File: src/rtl/axis_pkg.sv
// Shared definitions for the AXI-stream packet demux family.
// The beat record depends on the data/select widths, so each module that
// needs it declares it locally from its own DW/SW parameters.
package axis_pkg;

  // Input-side packet tracking state
  typedef enum logic {
    ST_IDLE = 1'b0,
    ST_PKT  = 1'b1
  } state_e;

  localparam int DROP_CNT_W = 32;

endpackage

File: src/rtl/axis_skid2.sv
// Generic 2-entry skid buffer with a registered ready.
// The main entry is the head presented downstream. The skid entry catches
// the one beat that can arrive after the head stalls. Ready is a flop, so
// the downstream ready never reaches the upstream ready combinationally.
module axis_skid2 #(
  parameter int WIDTH = 8
) (
  input  logic             clk,
  input  logic             resetn,
  input  logic [WIDTH-1:0] in_data_i,
  input  logic             in_valid_i,
  output logic             in_ready_o,
  output logic [WIDTH-1:0] out_data_o,
  output logic             out_valid_o,
  input  logic             out_ready_i
);

  logic [WIDTH-1:0] main_q, main_d, skid_q, skid_d;
  logic             main_vld_q, main_vld_d, skid_vld_q, skid_vld_d;
  logic             rdy_q;
  logic             push, pop;

  assign push = in_valid_i & rdy_q;
  assign pop  = main_vld_q & out_ready_i;

  // Next-state for both entries; skid only fills while the head is stuck
  always_comb begin
    main_d     = main_q;
    main_vld_d = main_vld_q;
    skid_d     = skid_q;
    skid_vld_d = skid_vld_q;
    if (!main_vld_q || pop) begin
      if (skid_vld_q) begin
        // ready was low, so no push can coincide with a skid refill
        main_d     = skid_q;
        main_vld_d = 1'b1;
        skid_vld_d = 1'b0;
      end else begin
        if (push) main_d = in_data_i;
        main_vld_d = push;
      end
    end else if (push) begin
      skid_d     = in_data_i;
      skid_vld_d = 1'b1;
    end
  end

  // Entry registers; data cleared on reset so outputs never carry X
  always_ff @(posedge clk or negedge resetn) begin
    if (!resetn) begin
      main_q     <= '0;
      skid_q     <= '0;
      main_vld_q <= 1'b0;
      skid_vld_q <= 1'b0;
      rdy_q      <= 1'b0;
    end else begin
      main_q     <= main_d;
      skid_q     <= skid_d;
      main_vld_q <= main_vld_d;
      skid_vld_q <= skid_vld_d;
      rdy_q      <= ~skid_vld_d;
    end
  end

  assign in_ready_o  = rdy_q;
  assign out_data_o  = main_q;
  assign out_valid_o = main_vld_q;

endmodule

File: src/rtl/axis_pkt_demux.sv
// Packet-aware 1-to-NOUT AXI-stream demux.
// Destination is sampled on the first beat of a packet and held until tlast,
// so a packet never splits across outputs. Beats addressed beyond NOUT are
// popped without handshake and counted per packet. NOUT must not exceed 2**SW.
module axis_pkt_demux
  import axis_pkg::*;
#(
  parameter int DW   = 512,
  parameter int NOUT = 4,
  parameter int SW   = 2
) (
  input  logic                  clk,
  input  logic                  resetn,
  input  logic [SW-1:0]         port_select,
  input  logic [DW-1:0]         axis_in_tdata,
  input  logic                  axis_in_tlast,
  input  logic                  axis_in_tvalid,
  output logic                  axis_in_tready,
  output logic [DW-1:0]         axis_out_tdata,
  output logic                  axis_out_tlast,
  output logic [NOUT-1:0]       axis_out_tvalid,
  input  logic [NOUT-1:0]       axis_out_tready,
  output logic [DROP_CNT_W-1:0] drop_count,
  output logic                  busy
);

  typedef struct packed {
    logic [DW-1:0] data;
    logic          last;
    logic [SW-1:0] dest;
  } beat_t;

  state_e                state_q, state_d;
  logic [SW-1:0]         dest_q, dest_d;
  logic [SW-1:0]         in_dest;
  logic                  accept;
  beat_t                 in_beat, head;
  logic                  head_vld, head_ready;
  logic [NOUT-1:0]       hit;
  logic                  dest_ok;
  logic [DROP_CNT_W-1:0] drop_q;

  assign accept = axis_in_tvalid & axis_in_tready;

  // Packet state and latched destination
  always_ff @(posedge clk or negedge resetn) begin
    if (!resetn) begin
      state_q <= ST_IDLE;
      dest_q  <= '0;
    end else begin
      state_q <= state_d;
      dest_q  <= dest_d;
    end
  end

  // Advance on accepted beats only; tlast always closes the packet
  always_comb begin
    state_d = state_q;
    dest_d  = dest_q;
    if (accept) begin
      state_d = axis_in_tlast ? ST_IDLE : ST_PKT;
      if (state_q == ST_IDLE) dest_d = port_select;
    end
  end

  // First beat uses the live select; later beats use the latched one
  always_comb begin
    in_dest = dest_q;
    if (state_q == ST_IDLE) in_dest = port_select;
  end

  assign in_beat = '{data: axis_in_tdata, last: axis_in_tlast, dest: in_dest};

  axis_skid2 #(
    .WIDTH ($bits(beat_t))
  ) u_skid (
    .clk         (clk),
    .resetn      (resetn),
    .in_data_i   (in_beat),
    .in_valid_i  (axis_in_tvalid),
    .in_ready_o  (axis_in_tready),
    .out_data_o  (head),
    .out_valid_o (head_vld),
    .out_ready_i (head_ready)
  );

  // One-hot destination decode and per-output valid fan-out
  for (genvar i = 0; i < NOUT; i++) begin : g_out
    assign hit[i]             = (head.dest == SW'(i));
    assign axis_out_tvalid[i] = head_vld & hit[i];
  end

  // Dest outside the populated range: drain the head every cycle
  assign dest_ok    = |hit;
  assign head_ready = dest_ok ? |(hit & axis_out_tready) : 1'b1;

  // Count dropped packets on their final beat; wraps naturally
  always_ff @(posedge clk or negedge resetn) begin
    if (!resetn)                               drop_q <= '0;
    else if (head_vld && !dest_ok && head.last) drop_q <= drop_q + DROP_CNT_W'(1);
  end

  assign axis_out_tdata = head.data;
  assign axis_out_tlast = head.last;
  assign drop_count     = drop_q;
  assign busy           = (state_q == ST_PKT) | head_vld;

endmodule

File: config.mk
export PLATFORM = sky130hd
export DESIGN_NAME = axis_pkt_demux
export DESIGN_NICKNAME = d
export VERILOG_FILES = /design/src/rtl/axis_pkg.sv /design/src/rtl/axis_skid2.sv /design/src/rtl/axis_pkt_demux.sv
export SDC_FILE = /design/constraint.sdc
export NUM_CORES = 1
export LEC_CHECK = 0
export ABC_AREA = 1
export CAP_MARGIN = 20
export CORE_MARGIN = 5
export CORE_UTILIZATION = 30
export DETAILED_ROUTE_END_ITERATION = 8
export GPL_TIMING_DRIVEN = 0
export SYNTH_ARGS = -nofsm -noshare
export SYNTH_HDL_FRONTEND = slang
export SYNTH_SLANG_ARGS = --single-unit
File: constraint.sdc
create_clock -name clk -period 2.6 [get_ports clk]
set_input_delay 0.65 -clock clk [delete_from_list [all_inputs] [get_ports clk]]
set_output_delay 0.65 -clock clk [all_outputs]
set_load 0.1 [all_outputs]
==> impl_metrics.toml, run 1 <==
[worst_setup_path]
path_cells = "buf_4 -> clkdlybuf4s18_2"
crit_fanout = 2
cp_slowest_cell = "clkdlybuf4s18_2"
cpPeakStageDelay_ps = 530
endpoint_kind = "primary output"
worst-setup-path-type = "flop to primary output"
start_kind = "flop"
arrival_ps = 1880
reg2regPathDepth = 7
crit_required_ps = 1950

[grt]
grt.total_usage_pct = 23.39
grt_start_max_net_pins = 163
grt_pass1_wl_mm = 315.9
antenna_found_initial = 102
grt_pass1_vias = 47070
grt_remaining_overflow = 0

[route]
dr.pass1.iters = 9
viasPerCell = 4.663
routed_wirelength_mm = 217.8
drc = 0
vias = 48810
first_iter_violations = 4344
ant_nets = 0
wl_per_cell_um = 20.80

[final_layout]
final_util_pct = 41.68
nNetsFinal = 8495
stdcell_count = 10470
area_growth_syn_to_layout_pct = 38.17
drive_gt1_share_pct = 19.04

[synthesis]
synth_top_area_share_pct = 51.59
ys_seq_area_share_pct = 51.59
syn_nets = 7270
yosysWarnings = 0
syn_inst = 6748
yosys-top-cells-area = "dfrtp_1 52%, nand2_1 26%, nand3_1 10%"
ys_types = 15
synth_largest_area_cell = "dfrtp_1"
postSynthAreaPerCell_um2 = 7.678
synthesis.area_um2 = 51810
ys_ff_latch = 1068

[clocking]
ctsHtreeMaxLevel = 4
cts_buffers = 131
clkSlewWorstSetupHoldPaths_ps = 60
clock_path_buffers = 3
cts_tree = "done"
clk_root_buffer_cell = "clkbuf_16"
clkLatencyLatePin_ps = 780
cts.sinks = 1068

[place]
dp_hpwl_mm = 167.5
io_buffers = 1072
gp_congestion = 0.9151
dp.cells = 10170

[sta]
clock_skew_ps = 22.27
setup-tns-final_ps = 0
rsz0062_at_grt = "true"
timing.final.crit_share_pct = 97.39
finalSetupViolCount = 0
finalCriticalPeriod_ps = 2532
hold_viol_final = 1
max_slew_margin_pct = 34.98
max_freq_mhz = 394.9
slew_violations = 0
fin_hold_ws_ps = -10.11
tightest_slew_ps = 975.2

[min_path]
hold_path_class = "input port to asynchronous set/reset pin"

[floorplan]
die_w_um = 425.6
io-pin-count = 1073
core_um2 = 171700
dieArea_um2 = 181100
rows = 152
fp.dieH_um = 425.6
start_util_pct = 30.17

[status]
outcome = "complete, but fails checks"
violations = "negative hold slack"

[flow_run]
maxCapViolCount = 0
-- cell families after synthesis --
kind of cell | count (synthesis) | share of synthesized area (%)
compound gates | 4 | 0.04347
buf+inv | 1011 | 12.06
flops | 1068 | 51.59
simple gates | 4665 | 36.31
-- per-stage QoR --
stage	worst slack, ps	cell area (µm²)	hold slack (ps)
after floorplan	-577.9	51810	354.4
after global placement	-49800	65430	438.7
after detailed placement	-1462	66460	444.9
after CTS	-3.103	71370	-33.25
after global routing	-19.70	71560	5.121
final	67.84	71580	-10.11
-- worst max-delay path: cells and delay by family, from the launching register on --
family,cells,cell delay [ps]
buffers and inverters,2,670
flip-flops,1,440
-- timing repair --
action | in CTS | in global routing
buffers inserted | 1 | 0
resized for setup | 1661 | 48
setup endpoints to repair | 1132 | 497
hold buffers | 10 | 0
hold endpoints to repair | 55 | 0
pin swaps | 0 | 0
-- per-layer routing --
metal | vias to the layer above | part of all wire (%) | GRT usage [%]
met2 | 1698 | 48 | 37.49
met3 | 400 | 6.8 | 5.440
met4 | 14 | 5.1 | 13.17
li1 | 23120 | - | -
met5 | - | 0.039 | 0
met1 | 23580 | 40 | 29.04
-- synth_stat cells (all sizes together) --
cell / n
o21ai: 3
nand3: 1035
clkbuf: 226
nor3: 3
inv: 11
o21bai: 1
dfrtp: 1068
nand2: 3621
nor2: 5
buf: 774
or2: 1
-- flip-flops by register name, indices dropped and copies added (netlist names) --
name	count
u_skid.skid_q	515
state_q	1
dest_q	2
drop_count	32
u_skid.out_valid_o	1
u_skid.skid_vld_q	1
u_skid.in_ready_o	1
u_skid.out_data_o	515
-- path summary, 6_finish.rpt --
| path | slack, ps | endpoint | startpoint |
|---|---|---|---|
| min in group clk | 450 | drop_count[18] | drop_count[18] |
| setup reg to reg | 150 | u_skid.skid_q[391] | u_skid.in_ready_o |
| hold / removal | -10 | drop_count[31] | resetn |
| setup / recovery | 70 | axis_out_tdata[352] | u_skid.out_data_o[355] |
| hold reg to reg | 450 | drop_count[18] | drop_count[18] |
| max in group asynchronous | 480 | u_skid.out_data_o[266] | resetn |
-- cell usage in the layout, fill, tap and decap left out, drive strengths merged --
cell           instances
buf                  844
dfrtp               1068
clkbuf               440
clkdlybuf4s15        454
clkdlybuf4s50        520
nor3                   3
dlygate4sd3            6
o21ai                  3
diode                 80
bufinv                 8
clkinvlp               1
clkdlybuf4s18         32
o21bai                 1
nand3               1035
or2                    1
clkinv                17
nand2               3621
dlygate4sd2            1
inv                   18
nor2                   5
-- final cells by class --
type	count	area [µm²]
diodes	80	200.2
plain buffers	1000	6276
clock buffers	205	4095
clock inverters	33	454.2
fillers	17420	100200
inverters	11	43.79
multi-input cells	4669	18860
flip-flops and latches	1068	26730
well taps	2310	2890
repair buffers	1092	12030
Power of run 1 is left out: the tool's default activity adds up to more than one toggle a clock period on the data nets, which glitch-free logic cannot reach.
==> run 2, diff against run 1 <==
--- a/config.mk
+++ b/config.mk
@@ -9,6 +9,7 @@
 export CAP_MARGIN = 20
 export CORE_MARGIN = 5
 export CORE_UTILIZATION = 30
+export CTS_BUF_LIST = sky130_fd_sc_hd__clkbuf_8
 export DETAILED_ROUTE_END_ITERATION = 8
 export GPL_TIMING_DRIVEN = 0
 export SYNTH_ARGS = -nofsm -noshare
==> run 2 against run 1 <==
The flow now finishes without violations. Fmax down 2.3%. Worst setup slack worse by 61 ps. Global-route usage down 0.075 points. Non-clock buffer count down 4. Flip-flop and latch count unchanged. Wire length up 0.47%. Die area unchanged. Via count up 0.37%. Clock skew up 23 ps.
==> impl_metrics.toml, run 2 (same netlist as run 1, synthesis figures left out) <==
[route]
drc = 0
dr.pass1.iters = 5
viasPerCell = 4.626
first_iter_violations = 4417
ant_nets = 0
vias = 48990
wl_per_cell_um = 20.66
routed_wirelength_mm = 218.8

[worst_setup_path]
arrival_ps = 1940
endpoint_kind = "primary output"
crit_start = "u_skid.out_data_o[0]"
crit_required_ps = 1950
start_kind = "flop"
worst-setup-path-type = "flop to primary output"
reg2reg_from = "u_skid.in_ready_o"
crit_fanout = 7

[clocking]
cts.sinks = 1068
clock_path_buffers = 3
clk_root_buffer_cell = "clkbuf_8"
clkLatencyLatePin_ps = 950
clkSlewWorstSetupHoldPaths_ps = 60
ctsHtreeMaxLevel = 4
cts_tree = "done"
cts_buffers = 198

[place]
post-place-ws_ps = -1462
dp.cells = 10170
io_buffers = 1072
dp_hpwl_mm = 167.5
gp_congestion = 0.9151

[final_layout]
final_common_cell = "nand2_1"
stdcell_count = 10590
nNetsFinal = 8558
area_growth_syn_to_layout_pct = 33.71
drive_gt1_share_pct = 20.06
fillerInstances = 17840
final_cell_mix = "3620 x nand2_1, 1063 x dfrtp_1, 1035 x nand3_1, 972 x buf_4, 520 x clkdlybuf4s50_1"

[sta]
tightest_slew_ps = 967.4
max_freq_mhz = 385.7
max_slew_margin_pct = 35.51
clock_skew_ps = 45.64
rsz0062_at_grt = "true"
timing.final.crit_share_pct = 99.73
finalCriticalPeriod_ps = 2593
postLayoutSetupSlackWorst_ps = 7.002
slew_violations = 0
hold_viol_final = 0
finalSetupViolCount = 0

[flow_run]
maxCapViolCount = 0

[grt]
grt.total_usage_pct = 23.31
grt_remaining_overflow = 0
grt_pass1_vias = 47320
grt_pass1_wl_mm = 315.3
grt_start_max_net_pins = 163
antenna_found_initial = 99

[min_path]
holdCritStartpoint = "axis_in_tdata[121]"
hold_path_class = "input port to flop"

[status]
outcome = "complete, no violations"

[floorplan]
dieArea_um2 = 181100
rows = 152
core_um2 = 171700
die_w_um = 425.6
start_util_pct = 30.17
fp.dieH_um = 425.6
io-pin-count = 1073
run 2: cell types whose count changed in the layout (fill, tap and decap cells not counted), sizes merged:
| cell | delta |
|---|---|
| buf | +479 |
| clkdlybuf4s15 | -454 |
| inv | +68 |
| clkbuf | +51 |
| clkdlybuf4s18 | -29 |
| clkinv | +6 |
| clkinvlp | +6 |
| dlygate4sd3 | -5 |
| bufinv | -3 |
| diode | +3 |
run 2: layout make-up:
| type | instances | area [µm²] | area share [%] |
|---|---|---|---|
| antenna | 83 | 207.7 | 0.2998 |
| buffer | 1000 | 6299 | 9.092 |
| clock buffer | 251 | 3455 | 4.987 |
| clock inverter | 110 | 663.1 | 0.9572 |
| inverter | 11 | 46.29 | 0.06683 |
| multi-input combinational | 4669 | 18880 | 27.25 |
| sequential | 1068 | 26730 | 38.59 |
| tap | 2310 | 2890 | 4.172 |
| timing repair buffer | 1088 | 10110 | 14.59 |
run 2: worst paths after layout:
kind,slack [ps],cells past startpoint,endpoint
setup reg to reg,120,7,u_skid.skid_q[372]
setup / recovery,7,3,axis_out_tvalid[3]
hold reg to reg,450,1,drop_count[20]
min in group asynchronous,460,4,drop_count[29]
max in group asynchronous,170,6,u_skid.out_data_o[266]
hold / removal,270,3,u_skid.skid_q[124]
run 2: critical path, stage by stage (launching register included):
cell and delay, ps:
dfrtp_2 490, inv_2 80, nor3_2 170, buf_6 250
run 2: timing repair:
action,4_1_cts,5_1_grt
setup buffers,2,0
cloned,0,2
endpoints found under the hold margin,178,0
setup endpoints to repair,1142,700
gates resized for setup,3060,58
hold buffers,3,0
pin swaps,1,1
run 2: routing by layer:
layer	share of wire [%]	global-route usage, %	up-vias
met3	7.3	5.818	392
met1	40	28.89	23600
met5	0.037	0	-
li1	-	-	23250
met2	48	37.04	1739
met4	4.8	13.33	12
run 2: per-stage QoR:
stage | area [µm²] | TNS, ps | hold WS [ps] | util, %
after detailed placement | 66460 | -1072640 | 444.9 | 38.70
final | 69280 | 0 | 270.1 | 40.34
after CTS | 68960 | -492.5 | 121.8 | 40.15
after floorplan | 51810 | -1147 | 354.4 | -
after global placement | 65430 | - | 438.7 | 38.10
after global routing | 69240 | -818.3 | 184.1 | 40.32
Power of run 2 is left out for the same reason.
